File: config.mk
export PLATFORM = sky130hd
export DESIGN_NAME = strip_placer_param_flat
export DESIGN_NICKNAME = d
export VERILOG_FILES = /design/src/rtl/strip_placer_pkg.sv /design/src/rtl/strip_placer_param_if.sv /design/src/rtl/strip_select.sv /design/src/rtl/strip_placer_param.sv /design/src/flat_wrapper.sv
export SDC_FILE = /design/constraint.sdc
export NUM_CORES = 1
export LEC_CHECK = 0
export CORE_UTILIZATION = 55
export DETAILED_ROUTE_END_ITERATION = 6
export PLACE_DENSITY = 0.83
export SYNTH_ARGS = -nofsm -noshare
export SYNTH_HDL_FRONTEND = slang
export SYNTH_SLANG_ARGS = --single-unit
File: constraint.sdc
create_clock -name clk_i -period 10.8 [get_ports clk_i]
set_clock_uncertainty 0.15 [all_clocks]
set_input_delay 2.16 -clock clk_i [delete_from_list [all_inputs] [get_ports clk_i]]
set_output_delay 2.16 -clock clk_i [all_outputs]
set_load 0.02 [all_outputs]
File: src/rtl/strip_placer_pkg.sv
// strip_placer_pkg: strip geometry tables, their derivation and the result record for strip_placer_param
// No ports. STRIP_H lists strip heights bottom-up; STRIP_Y is the y origin of each strip.
package strip_placer_pkg;
    localparam int NUM_STRIPS_DEF = 14;
    localparam int COORD_W_DEF = 8;
    localparam int TBL_W = 8;

    typedef logic [NUM_STRIPS_DEF-1:0][TBL_W-1:0] tbl_t;

    localparam tbl_t STRIP_H = {8'd17, 8'd16, 8'd15, 8'd14, 8'd13, 8'd12, 8'd11,
                                8'd10, 8'd9, 8'd8, 8'd7, 8'd6, 8'd5, 8'd4};

    // Strips are stacked with no gap, so each origin is the running sum of the heights below it.
    function automatic tbl_t calc_strip_y(tbl_t hgt);
        tbl_t y;
        logic [TBL_W-1:0] acc;
        acc = '0;
        for (int j = 0; j < NUM_STRIPS_DEF; j++) begin
            y[j] = acc;
            acc = acc + hgt[j];
        end
        return y;
    endfunction

    localparam tbl_t STRIP_Y = calc_strip_y(STRIP_H);

    typedef struct packed {
        logic [COORD_W_DEF-1:0] x;
        logic [COORD_W_DEF-1:0] y;
        logic                   strike_flag;
    } result_t;
endpackage

File: src/rtl/strip_placer_param_if.sv
// strip_placer_param_if: request/result handshake bundle of strip_placer_param
// Request: in_valid_i/in_ready_o with width_i/height_i. Result: out_valid_o/out_ready_i with
// index_x_o/index_y_o, strike_flag_o and the cumulative strike_o. slave = placer, master = client.
interface strip_placer_param_if #(
    parameter int DIM_W    = 5,
    parameter int COORD_W  = 8,
    parameter int STRIKE_W = 4
);
    logic                in_valid_i;
    logic                in_ready_o;
    logic [DIM_W-1:0]    width_i;
    logic [DIM_W-1:0]    height_i;
    logic                out_valid_o;
    logic                out_ready_i;
    logic [COORD_W-1:0]  index_x_o;
    logic [COORD_W-1:0]  index_y_o;
    logic                strike_flag_o;
    logic [STRIKE_W-1:0] strike_o;

    modport master (
        output in_valid_i, width_i, height_i, out_ready_i,
        input  in_ready_o, out_valid_o, index_x_o, index_y_o, strike_flag_o, strike_o
    );

    modport slave (
        input  in_valid_i, width_i, height_i, out_ready_i,
        output in_ready_o, out_valid_o, index_x_o, index_y_o, strike_flag_o, strike_o
    );
endinterface

File: src/rtl/strip_select.sv
// strip_select: combinational best-fit strip choice for one rectangle
// occ_i: per-strip occupancy; width_i/height_i: rectangle; hit_o: some strip fits;
// index_o: chosen strip (smallest height, then smallest occupancy, then lowest index); x_o: its occupancy.
module strip_select
    import strip_placer_pkg::*;
#(
    parameter int NUM_STRIPS = NUM_STRIPS_DEF,
    parameter int CANVAS_W   = 128,
    parameter int DIM_W      = 5,
    parameter int COORD_W    = 8,
    parameter int IDX_W      = $clog2(NUM_STRIPS)
) (
    input  logic [NUM_STRIPS-1:0][COORD_W-1:0] occ_i,
    input  logic [DIM_W-1:0]                   width_i,
    input  logic [DIM_W-1:0]                   height_i,
    output logic                               hit_o,
    output logic [IDX_W-1:0]                   index_o,
    output logic [COORD_W-1:0]                 x_o
);
    always_comb begin
        hit_o = 1'b0;
        index_o = '0;
        // Strict comparisons keep the earlier (lower) index on a full tie.
        for (int j = 0; j < NUM_STRIPS; j++)
            if (|width_i && |height_i && int'(STRIP_H[j]) >= int'(height_i) &&
                ({1'b0, occ_i[j]} + (COORD_W+1)'(width_i) <= (COORD_W+1)'(CANVAS_W)) &&
                (!hit_o || STRIP_H[j] < STRIP_H[index_o] ||
                 (STRIP_H[j] == STRIP_H[index_o] && occ_i[j] < occ_i[index_o]))) begin
                hit_o = 1'b1;
                index_o = IDX_W'(j);
            end
        x_o = occ_i[index_o];
    end
endmodule

File: src/rtl/strip_placer_param.sv
// strip_placer_param: handshaked best-fit strip placement engine with strike counting
// clk_i/rst_i: clock and synchronous active-high reset; clear_i: new canvas and strike counter zero;
// bus (slave): request in, placement result (x, y, strike flag, cumulative strikes) out.
module strip_placer_param
    import strip_placer_pkg::*;
#(
    parameter int NUM_STRIPS = NUM_STRIPS_DEF,
    parameter int CANVAS_W   = 128,
    parameter int DIM_W      = 5,
    parameter int COORD_W    = COORD_W_DEF,
    parameter int STRIKE_W   = 4
) (
    input logic clk_i,
    input logic rst_i,
    input logic clear_i,
    strip_placer_param_if.slave bus
);
    localparam int IDX_W = $clog2(NUM_STRIPS);

    logic [NUM_STRIPS-1:0][COORD_W-1:0] occ_q, occ_d, occ_eff;
    logic [STRIKE_W-1:0] cnt_q, cnt_d, cnt_eff, strike_q, strike_d;
    logic s1_valid_q, s1_valid_d, out_valid_q, out_valid_d;
    logic [DIM_W-1:0] w_q, w_d, h_q, h_d;
    result_t res_q, res_d;
    logic adv, hit;
    logic [IDX_W-1:0] idx;
    logic [COORD_W-1:0] x;

    assign adv = !out_valid_q || bus.out_ready_i;
    assign bus.in_ready_o = adv && !rst_i;
    assign bus.out_valid_o = out_valid_q;
    assign bus.index_x_o = res_q.x;
    assign bus.index_y_o = res_q.y;
    assign bus.strike_flag_o = res_q.strike_flag;
    assign bus.strike_o = strike_q;

    // A clear on the commit edge means the commit sees an empty canvas and a zero counter.
    assign occ_eff = clear_i ? '0 : occ_q;
    assign cnt_eff = clear_i ? '0 : cnt_q;

    strip_select #(
        .NUM_STRIPS(NUM_STRIPS), .CANVAS_W(CANVAS_W), .DIM_W(DIM_W), .COORD_W(COORD_W), .IDX_W(IDX_W)
    ) u_sel (
        .occ_i(occ_eff), .width_i(w_q), .height_i(h_q), .hit_o(hit), .index_o(idx), .x_o(x)
    );

    always_comb begin
        occ_d = occ_eff;
        cnt_d = cnt_eff;
        s1_valid_d = s1_valid_q;
        w_d = w_q;
        h_d = h_q;
        out_valid_d = out_valid_q;
        res_d = res_q;
        strike_d = strike_q;
        if (adv) begin
            s1_valid_d = bus.in_valid_i;
            w_d = bus.width_i;
            h_d = bus.height_i;
            out_valid_d = s1_valid_q;
            if (s1_valid_q) begin
                res_d.x = hit ? x : '0;
                res_d.y = hit ? COORD_W_DEF'(STRIP_Y[idx]) : '0;
                res_d.strike_flag = !hit;
                if (hit)
                    occ_d[idx] = occ_eff[idx] + COORD_W'(w_q);
                else if (cnt_eff != '1)
                    cnt_d = cnt_eff + STRIKE_W'(1);
                strike_d = cnt_d;
            end
        end
    end

    always_ff @(posedge clk_i) begin
        if (rst_i) begin
            occ_q <= '0;
            cnt_q <= '0;
            s1_valid_q <= 1'b0;
            w_q <= '0;
            h_q <= '0;
            out_valid_q <= 1'b0;
            res_q <= '0;
            strike_q <= '0;
        end else begin
            occ_q <= occ_d;
            cnt_q <= cnt_d;
            s1_valid_q <= s1_valid_d;
            w_q <= w_d;
            h_q <= h_d;
            out_valid_q <= out_valid_d;
            res_q <= res_d;
            strike_q <= strike_d;
        end
    end
endmodule

File: src/flat_wrapper.sv
// flat-port wrapper written by rule: the top's interface ports become plain ports
module strip_placer_param_flat import strip_placer_pkg::*;
#(
    parameter int NUM_STRIPS = NUM_STRIPS_DEF,
    parameter int CANVAS_W   = 128,
    parameter int DIM_W      = 5,
    parameter int COORD_W    = COORD_W_DEF,
    parameter int STRIKE_W   = 4
)
  (clk_i, rst_i, clear_i, bus_in_valid_i, bus_width_i, bus_height_i, bus_out_ready_i, bus_in_ready_o, bus_out_valid_o, bus_index_x_o, bus_index_y_o, bus_strike_flag_o, bus_strike_o);
  strip_placer_param_if #(.DIM_W(DIM_W), .COORD_W(COORD_W), .STRIKE_W(STRIKE_W)) bus_i ();
  input logic clk_i;
  input logic rst_i;
  input logic clear_i;
  input wire logic [$bits(bus_i.in_valid_i)-1:0] bus_in_valid_i;
  input wire logic [$bits(bus_i.width_i)-1:0] bus_width_i;
  input wire logic [$bits(bus_i.height_i)-1:0] bus_height_i;
  input wire logic [$bits(bus_i.out_ready_i)-1:0] bus_out_ready_i;
  output wire logic [$bits(bus_i.in_ready_o)-1:0] bus_in_ready_o;
  output wire logic [$bits(bus_i.out_valid_o)-1:0] bus_out_valid_o;
  output wire logic [$bits(bus_i.index_x_o)-1:0] bus_index_x_o;
  output wire logic [$bits(bus_i.index_y_o)-1:0] bus_index_y_o;
  output wire logic [$bits(bus_i.strike_flag_o)-1:0] bus_strike_flag_o;
  output wire logic [$bits(bus_i.strike_o)-1:0] bus_strike_o;
  assign bus_i.in_valid_i = bus_in_valid_i;
  assign bus_i.width_i = bus_width_i;
  assign bus_i.height_i = bus_height_i;
  assign bus_i.out_ready_i = bus_out_ready_i;
  assign bus_in_ready_o = bus_i.in_ready_o;
  assign bus_out_valid_o = bus_i.out_valid_o;
  assign bus_index_x_o = bus_i.index_x_o;
  assign bus_index_y_o = bus_i.index_y_o;
  assign bus_strike_flag_o = bus_i.strike_flag_o;
  assign bus_strike_o = bus_i.strike_o;
  strip_placer_param #(.NUM_STRIPS(NUM_STRIPS), .CANVAS_W(CANVAS_W), .DIM_W(DIM_W), .COORD_W(COORD_W), .STRIKE_W(STRIKE_W)) u_core (.clk_i(clk_i), .rst_i(rst_i), .clear_i(clear_i), .bus(bus_i));
endmodule
# ---- Word level (Yosys, flattened, before mapping)
# Memory sizes are Yosys's and may differ from the RTL's.
# Index checks and enable logic that the tools add are counted.
dict set report totals {
  mem_count 13
  inputBits 15
  reg_bits 149
  latchBits 0
  ramBits 0
  mem_bits_ro 1664
  word_cells 311
  out_inout_bits 23
}
dict set report op_classes {
  muxes 80
  div_mod_pow 0
  n_reduce_logical 100
  n_addsub 16
  shifts 0
  mul 0
  magnitude_cmp 66
  bitwise 0
  eq_ne 13
}
# memory words width rd rd_clocked_by_memory_dff write_ports line
set memory_table {}
lappend memory_table {{(name not given)} 16 8 1 0 0 strip_select.sv:28} ;# (STRIP_H[j] == STRIP_H[index_o] && occ_i[j] < occ_i[index_o]))) begin
lappend memory_table {{(name not given)} 16 8 1 0 0 strip_placer_param.sv:63} ;# res_d.y = hit ? COORD_W_DEF'(STRIP_Y[idx]) : '0;
lappend memory_table {{(name not given)} 16 8 1 0 0 strip_select.sv:28}
lappend memory_table {{(name not given)} 16 8 1 0 0 strip_select.sv:28}
lappend memory_table {{(name not given)} 16 8 1 0 0 strip_select.sv:28}
lappend memory_table {{(name not given)} 16 8 1 0 0 strip_select.sv:28}
lappend memory_table {{+7 memories} n/a n/a n/a n/a n/a n/a}
# op n
set ops {}
lappend ops {{112-bit 2-to-1 mux} 4}
lappend ops {{8-bit binary-select mux with 4-bit select} 13}
lappend ops {{8-bit 2-to-1 mux} 29}
lappend ops {{8-bit by 5-bit adder with 9-bit output} 14}
lappend ops {{9-bit by 8-bit <= comparator with 1-bit output (second input constant)} 14}
lappend ops {{112-bit bitwise mux} 1}
lappend ops {{8-bit < comparator} 12}
lappend ops {{4-bit by 8-bit equality test with 1-bit output (first input constant)} 8}
lappend ops {{4-bit by 8-bit < comparator with 1-bit output (first input constant)} 8}
lappend ops {{1-bit logical AND} 56}
lappend ops {{4-bit 2-to-1 mux} 11}
lappend ops {{4-bit by 5-bit greater-or-equal comparator with 1-bit output (first input constant)} 8}
lappend ops {{8-bit demux with 4-bit select} 1}
lappend ops {{4-bit by 5-bit < comparator with 1-bit output (second input constant)} 6}
lappend ops {{1-bit logical OR} 25}
lappend ops {{3-bit by 5-bit greater-or-equal comparator with 1-bit output (first input constant)} 4}
lappend ops {{3-bit by 5-bit < comparator with 1-bit output (second input constant)} 4}
lappend ops {{3-bit by 8-bit equality test with 1-bit output (first input constant)} 2}
lappend ops {{5-bit by 8-bit equality test with 1-bit output (first input constant)} 2}
lappend ops {{1-bit zero test} 16}
lappend ops {{3-bit by 8-bit < comparator with 1-bit output (first input constant)} 2}
lappend ops {{5-bit by 8-bit < comparator with 1-bit output (first input constant)} 2}
lappend ops {{1-bit 2-to-1 mux} 15}
lappend ops {{3-bit 2-to-1 mux} 4}
lappend ops {{other kinds (10)} 14}

# ---- Depth between registers and ports, before layout
# Gate-level depths: netlist of the first run.
dict set report depth {
  word_depth 100
  depth_mapped 51
  mapped_depth_nobuf 40
}

# ---- Cells and area by module
# Synthesis of the first run repeated with hierarchy kept, for this count alone.
dict set report hier_totals {
  cells_unflattened 1822
  area_unflattened_um2 13843.3
}
# mod area_per_inst_um2 cells_per_inst n_inst seq_area_each_um2
set modules_own_cells {}
lappend modules_own_cells {strip_placer_param 7858.8 976 1 2982.9}
lappend modules_own_cells {strip_select 5984.5 846 1 0.0}

# ---- Worst setup path after synthesis of the first run
# No wires, ideal clock.
dict set report synth_path {
  path_kind {input to register}
  start {input port clear_i}
  end {register u_core.occ_q[63] in the netlist's numbering}
  setup_ps 127
  slack_ps -912
  arrival_ps 11435
  path_buffers 12
  t_required_ps 10523
  cell_stages 47
  cell_sequence {buf_4 buf_6 buf_6 buf_2 buf_2 buf_1 clkbuf_1 clkbuf_1 nor2b_1 ha_1 ha_1 a31oi_1 o21ai_0 or3_1 nand4_1 o2bb2ai_2 nor4_2 buf_2 (+11 left out) or2_2 o2111a_1 or3_1 clkbuf_1 buf_2 nor3_1 nor4_1 ha_1 a21o_1 a21oi_1 o21bai_1 a21oi_1 a21oi_1 o21ai_1 a211oi_4 buf_6 nor4b_1 or3_1}
}
dict set report synth_via {
  elab_chain_len 100
  elab_cells_between_ends 228
  classes_between {add/sub (15); order compare (40); eq/ne (12); mux (72); reduce/logical (77); memory (12)}
}
# element line
set synth_lines {}
lappend synth_lines {{start: declaration} flat_wrapper.sv:14} ;# input logic clear_i;
lappend synth_lines {{112-bit 2-to-1 mux *} strip_placer_param.sv:38} ;# assign occ_eff = clear_i ? '0 : occ_q;
lappend synth_lines {{parallel branches: the longest is 98 deep, another holds 8-bit by 5-bit adder with 9-bit output} n/a}
lappend synth_lines {{112-bit 2-to-1 mux *} strip_placer_param.sv:56} ;# if (adv) begin
lappend synth_lines {{end signal: assignment} strip_placer_param.sv:76} ;# occ_q <= '0;
lappend synth_lines {{end signal: assignment} strip_placer_param.sv:85} ;# occ_q <= occ_d;
lappend synth_lines {{end: declaration} strip_placer_param.sv:20} ;# logic [NUM_STRIPS-1:0][COORD_W-1:0] occ_q, occ_d, occ_eff;
# Every way passes the cells marked *. The select of a mux whose other input is x is not followed.
# A chain may end at the register's enable or synchronous reset.

# ---- Worst setup path after layout of the first run
dict set report layout_path {
  start {input port clear_i}
  end {register u_core.occ_q[31] in the netlist's numbering}
}
# Same word-level chain as after synthesis.

==> results of run 1 <==
==> synthesized netlist by cell type (all sizes together), types with 11 or more instances <==
cell / n
and3: 13
nand2b: 18
nand3: 49
xor2: 15
nor2: 182
fa: 12
a21oi: 175
mux2: 17
and2: 17
nor4: 14
dfxtp: 149
a22oi: 11
a31oi: 14
o21ai: 100
or3: 17
o211ai: 22
inv: 81
mux2i: 54
clkbuf: 100
nand3b: 12
or2: 13
a211o: 13
buf: 56
nand4: 14
a21o: 29
xnor2: 31
o2111ai: 13
nor3: 51
nor2b: 82
ha: 86
a211oi: 64
nand2: 252
nor3b: 11
o21a: 16
==> report_power, final <==
part	switching, mW	internal [mW]	total, mW	leakage (nW)
logic	0.677	0.319	0.997	4.76
clock network	0.296	0.313	0.609	0.278
registers	0.0209	0.566	0.586	1.21
total	0.994	1.20	2.19	6.24
==> timing repair <==
action                     CTS  global route
buffers inserted             0             4
setup endpoints to repair    0            33
gates resized for setup      0             8
==> registers in the layout, summed over array words and instances, names as in the netlist, 4 cells and up <==
name,flops
u_core.bus.strike_o,4
u_core.occ_q,112
u_core.bus.index_x_o,8
u_core.cnt_q,4
u_core.h_q,5
u_core.w_q,5
u_core.bus.index_y_o,8
==> how the worst max path moves through the flow <==
stage,start,end
global placement,clear_i,u_core.occ_q[71]
finish,clear_i,u_core.occ_q[31]
global route,clear_i,u_core.occ_q[71]
CTS,clear_i,u_core.occ_q[71]
detailed placement,clear_i,u_core.occ_q[71]
floorplan,clear_i,u_core.occ_q[22]
==> layout by cell type (no fill, tap or decap), drive strengths merged, types with 13 or more instances in the layout <==
master           n
a211oi          64
or3             17
nand4           14
o21ai          100
a211o           13
nor2b           82
nor4            14
buf            105
nand2          252
a21o            29
a31oi           14
xnor2           31
nand3           49
inv             91
o21a            16
o2111ai         13
and3            13
dfxtp          149
and2            17
clkdlybuf4s50   35
mux2            17
or2             13
nor3            51
o211ai          22
a21oi          175
nor2           182
clkbuf          18
ha              86
xor2            15
mux2i           54
nand2b          18
==> worst register-to-register path, delay by kind of cell (launching register included) <==
kind | cells | cell delay [ps]
AO/OA/AOI/OAI | 15 | 2790
adder cells (fa/ha/maj) | 3 | 750
buffers and inverters | 8 | 1990
flip-flops | 1 | 1000
multiplexers | 1 | 150
AND/OR/NAND/NOR | 7 | 2220
==> logic make-up (layout without fill, tap and decap cells) <==
family	count (synthesis)	after routing
xor+xnor	46	46
simple gates	776	776
flops	149	149
fa+ha+maj	99	99
compound gates	571	571
buf+inv	237	253
mux	74	74
==> per-layer routing <==
| layer | part of all wire | track usage | wire (µm) |
|---|---|---|---|
| met1 | 0.39 | 0.540 | 22200 |
| met3 | 0.12 | 0.108 | 6550 |
| met4 | 0.059 | 0.220 | 3320 |
| met2 | 0.43 | 0.661 | 24300 |
| met5 | 0.00048 | 0 | 27 |
==> stage by stage <==
| step | power [mW] | setup TNS (ps) |
|---|---|---|
| 2_1_floorplan | 1.14 | 0 |
| 3_5_place_dp | 1.53 | -23.1 |
| 5_1_grt | 2.23 | 0 |
| 3_3_place_gp | 1.52 | -23.0 |
| 4_1_cts | 2.13 | 0 |
| 6_report | 2.19 | 0 |
==> layout make-up <==
cell class	instances	share of cell area
tap	330	0.0263
clock inverter	14	0.00843
clock buffer	18	0.0279
multi-input combinational	1566	0.652
sequential	149	0.190
inverter	81	0.0197
timing repair buffer	140	0.0764
==> flow_summary.toml, run 1 <==
[drt]
drt_iter0_drc = 2033
wl_um = 56400
remaining_drc_errors = 0
dr.pass1.iters = 7
num_vias = 15710
routedWlPerCell_um = 24.6
viasPerCell = 6.84
ant_nets = 0

[setup_path]
cp_max_fo = 51
r2r_slack_ps = 1650
r2r_end = "u_core.occ_q[31]"
reg2reg_from = "u_core.w_q[3]"
crit_family = "simple AND/OR/NAND/NOR gates"
ff2ff_path_depth = 34
required_ps = 10990
arrival_ps = 10640
critPathKind = "primary input to flop"
cp_slowest_cell = "or4_1"
cp-end-kind = "flop"
critical_path.max_stage_delay_ps = 480
cp-start-kind = "primary input"
cp.depth = 36
path_buf_inv = 7

[place]
io_buffers = 37
place_inst = 2262
postPlaceCellArea_um2 = 15100
post-dp-hpwl_um = 42400
place_ws_ps = -23.1
gp_congestion = 1.05

[cts]
cts_buffer_depth = 2
cts.sink_count = 149
cts_hold_buf = 0
h-tree-depth = 4
clk_pin_slew_ps = 70
cts_tree = "done"
clk_latency_ps = 450
cts_inserted_buffers = 17
cts_root_buffer = "clkbuf_16"

[floorplanning]
die_y_um = 162
core_area_um2 = 25200
fp.dieArea_um2 = 26300
io_pins = 38
initial_core_util = 0.561
num_rows = 58
die_x_um = 162

[finish]
final_util = 0.624
final_layout_size_suffix_gt1_frac = 0.111
area_growth_pct = 11.3
final_cell_area_um2 = 15700
insertedDiodeCount = 0
final_nets = 2068
layout.area.seq_um2 = 2980
multi_input_area_um2 = 10200
n_fill_cell = 2293
final_cells = 2298

[timing]
period_needed_ps = 10450
fin_crit_sh = 0.968
fmax_ghz = 0.0957
hold_viol = 0
finalWorstSetupSlack_ps = 349
tightest_slew_ps = 1170
holdWs_ps = 306
rsz0062_at_grt = "no"
setup_viol = 0
relSlewSlack = 0.213
drv_slew = 0

[worst_hold_path]
min_delay_worst_endpoint = "u_core.w_q[4]"
worstHoldPathCells = 2
hold_start = "u_core.w_q[4]"
hold_class = "flop to flop"

[power_and_ir_drop]
ir_drop_v = 0.000122
power_per_cell_area_nw_per_um2 = 139
p_leak_nw = 6.24

[synth]
ys_seq_elements = 149
yosysSeqAreaShare = 0.211
synthSimpleGateAreaFrac = 0.268
synth-compound-area-share = 0.271
synth_cell_types = 98
syn-num-nets = 2065
async_flop_share = 0
syn_area_per_cell_um2 = 7.23
netlist.area_leader.share = 0.211
synthAdderAreaFrac = 0.0939
synth.cell_area_um2 = 14100
synth.largest_area_cell = "dfxtp_1"
syn_inst = 1952
synth_area_leaders = "dfxtp_1 21%, ha_1 7.6%, nand2_1 6.7%"
synthXorXnorAreaFrac = 0.0285
synth_top_family_by_area = "compound AO/OA/AOI/OAI gates"
muxShareOfSynthArea = 0.0566
synth-edff-count = 0
yosys_warnings = 0
synth_flop_cell = "dfxtp_1"

[grt]
grt_first_pass_wirelength_um = 84800
gr-total-overflow = 0
grt_usage = 0.425
grt_pass1_vias = 14532
antenna_found_initial = 2
grt_max_degree = 83

[job]
max-cap-violations = 0

[outcome]
outcome = "completed"
Power figures use the tool's default switching activity.
==> run 2, diff against run 1 <==
--- a/config.mk
+++ b/config.mk
@@ -5,9 +5,11 @@
 export SDC_FILE = /design/constraint.sdc
 export NUM_CORES = 1
 export LEC_CHECK = 0
+export ABC_AREA = 0
 export CORE_UTILIZATION = 55
 export DETAILED_ROUTE_END_ITERATION = 6
 export PLACE_DENSITY = 0.83
+export RECOVER_POWER = 100
 export SYNTH_ARGS = -nofsm -noshare
 export SYNTH_HDL_FRONTEND = slang
 export SYNTH_SLANG_ARGS = --single-unit
==> flow_summary.toml, run 2 (synthesis results as in run 1) <==
[floorplanning]
io_pins = 38
initial_core_util = 0.561
num_rows = 58
die_x_um = 162
fp.dieArea_um2 = 26300
die_y_um = 162
core_area_um2 = 25200

[cts]
cts_hold_buf = 0
clk_latency_ps = 450
cts.sink_count = 149
cts_buffer_depth = 2
cts_tree = "done"
clk_pin_slew_ps = 70
h-tree-depth = 4
cts_inserted_buffers = 17
cts_root_buffer = "clkbuf_16"

[finish]
final_layout_size_suffix_gt1_frac = 0.0996
final_nets = 2068
insertedDiodeCount = 0
regMostFlops = "u_core.occ_q"
final_cell_area_um2 = 15600
area_growth_pct = 10.6
n_fill_cell = 2317
final_cell_mix = "252 x nand2_1, 179 x nor2_1, 173 x a21oi_1, 149 x dfxtp_1, 91 x o21ai_0"
largest_register_ffs = 112
layout_commonest_cell = "nand2_1"
final_cells = 2298

[setup_path]
critPathKind = "primary input to flop"
cp_slowest_cell = "or4_1"
cp_max_fo = 51
cp-end-kind = "flop"
cp-start-kind = "primary input"
arrival_ps = 10690
required_ps = 10980
critical_path.max_stage_delay_ps = 470

[timing]
period_needed_ps = 10510
holdWs_ps = 305
tightest_slew_ps = 1210
setup_viol = 0
hold_viol = 0
fin_crit_sh = 0.973
drv_slew = 0
fin_tns_setup_ps = 0
fmax_ghz = 0.0952
relSlewSlack = 0.188

[drt]
wl_um = 56300
routedWlPerCell_um = 24.5
ant_nets = 0
num_vias = 15659
dr.pass1.iters = 7
drt_iter0_drc = 1976
remaining_drc_errors = 0
viasPerCell = 6.81

[place]
gp_congestion = 1.05
post-dp-hpwl_um = 42400
place_inst = 2262
postPlaceCellArea_um2 = 15100
io_buffers = 37

[grt]
antenna_found_initial = 2
grt_pass1_vias = 14532
grt_first_pass_wirelength_um = 84800
grt_usage = 0.425
grt_max_degree = 83
gr-total-overflow = 0

[job]
max-cap-violations = 0

[power_and_ir_drop]
power_per_cell_area_nw_per_um2 = 138
p_total_mw = 2.16
p_leak_nw = 6.25
ir_drop_v = 0.000121

[outcome]
outcome = "completed"

[worst_hold_path]
hold_class = "flop to flop"
-- run 2: timing repair --
item / CTS / global route
buffers inserted: 0 / 4
resized for setup: 0 / 8
endpoints found under the setup margin: 0 / 33
-- run 2: worst paths after layout --
kind | cells after the start | slack, ps | from | end
worst min register to register | 2 | 310 | u_core.w_q[4] | u_core.w_q[4]
worst max register to register | 34 | 1510 | u_core.w_q[3] | u_core.occ_q[71]
worst max-delay path | 36 | 290 | clear_i | u_core.occ_q[71]
worst min-delay path | 2 | 310 | u_core.w_q[4] | u_core.w_q[4]
-- run 2: metrics by stage --
step	utilization	worst slack, ps
CTS	0.622	431
finish	0.620	292
global route	0.620	-26.1
detailed placement	0.599	-23.1
global placement	0.599	-23.0
floorplan	-	4.92
-- run 2: final cells by class --
class | instances | area, µm² | area share
inverter | 81 | 309 | 0.0198
tap | 330 | 413 | 0.0264
multi-input combinational | 1566 | 10200 | 0.653
clock inverter | 14 | 133 | 0.00849
sequential | 149 | 2980 | 0.191
timing repair buffer | 140 | 1140 | 0.0727
clock buffer | 18 | 439 | 0.0281
-- run 2: power breakdown --
part	internal [mW]	switching (mW)	leakage [nW]	total, mW
Clock	0.313	0.296	0.278	0.609
Combinational	0.289	0.673	4.76	0.962
Sequential	0.566	0.0205	1.21	0.586
-- run 2: per-layer routing --
layer / wire [µm] / track usage
met1: 22400 / 0.540
met2: 24000 / 0.661
met3: 6460 / 0.108
met4: 3430 / 0.220
met5: 27 / 0
-- run 2: worst max-delay path, delay by kind of cell --
family	cells	cell delay [ps]
compound gates	12	2140
buf+inv	7	1350
simple gates	13	3890
fa+ha+maj	4	1110
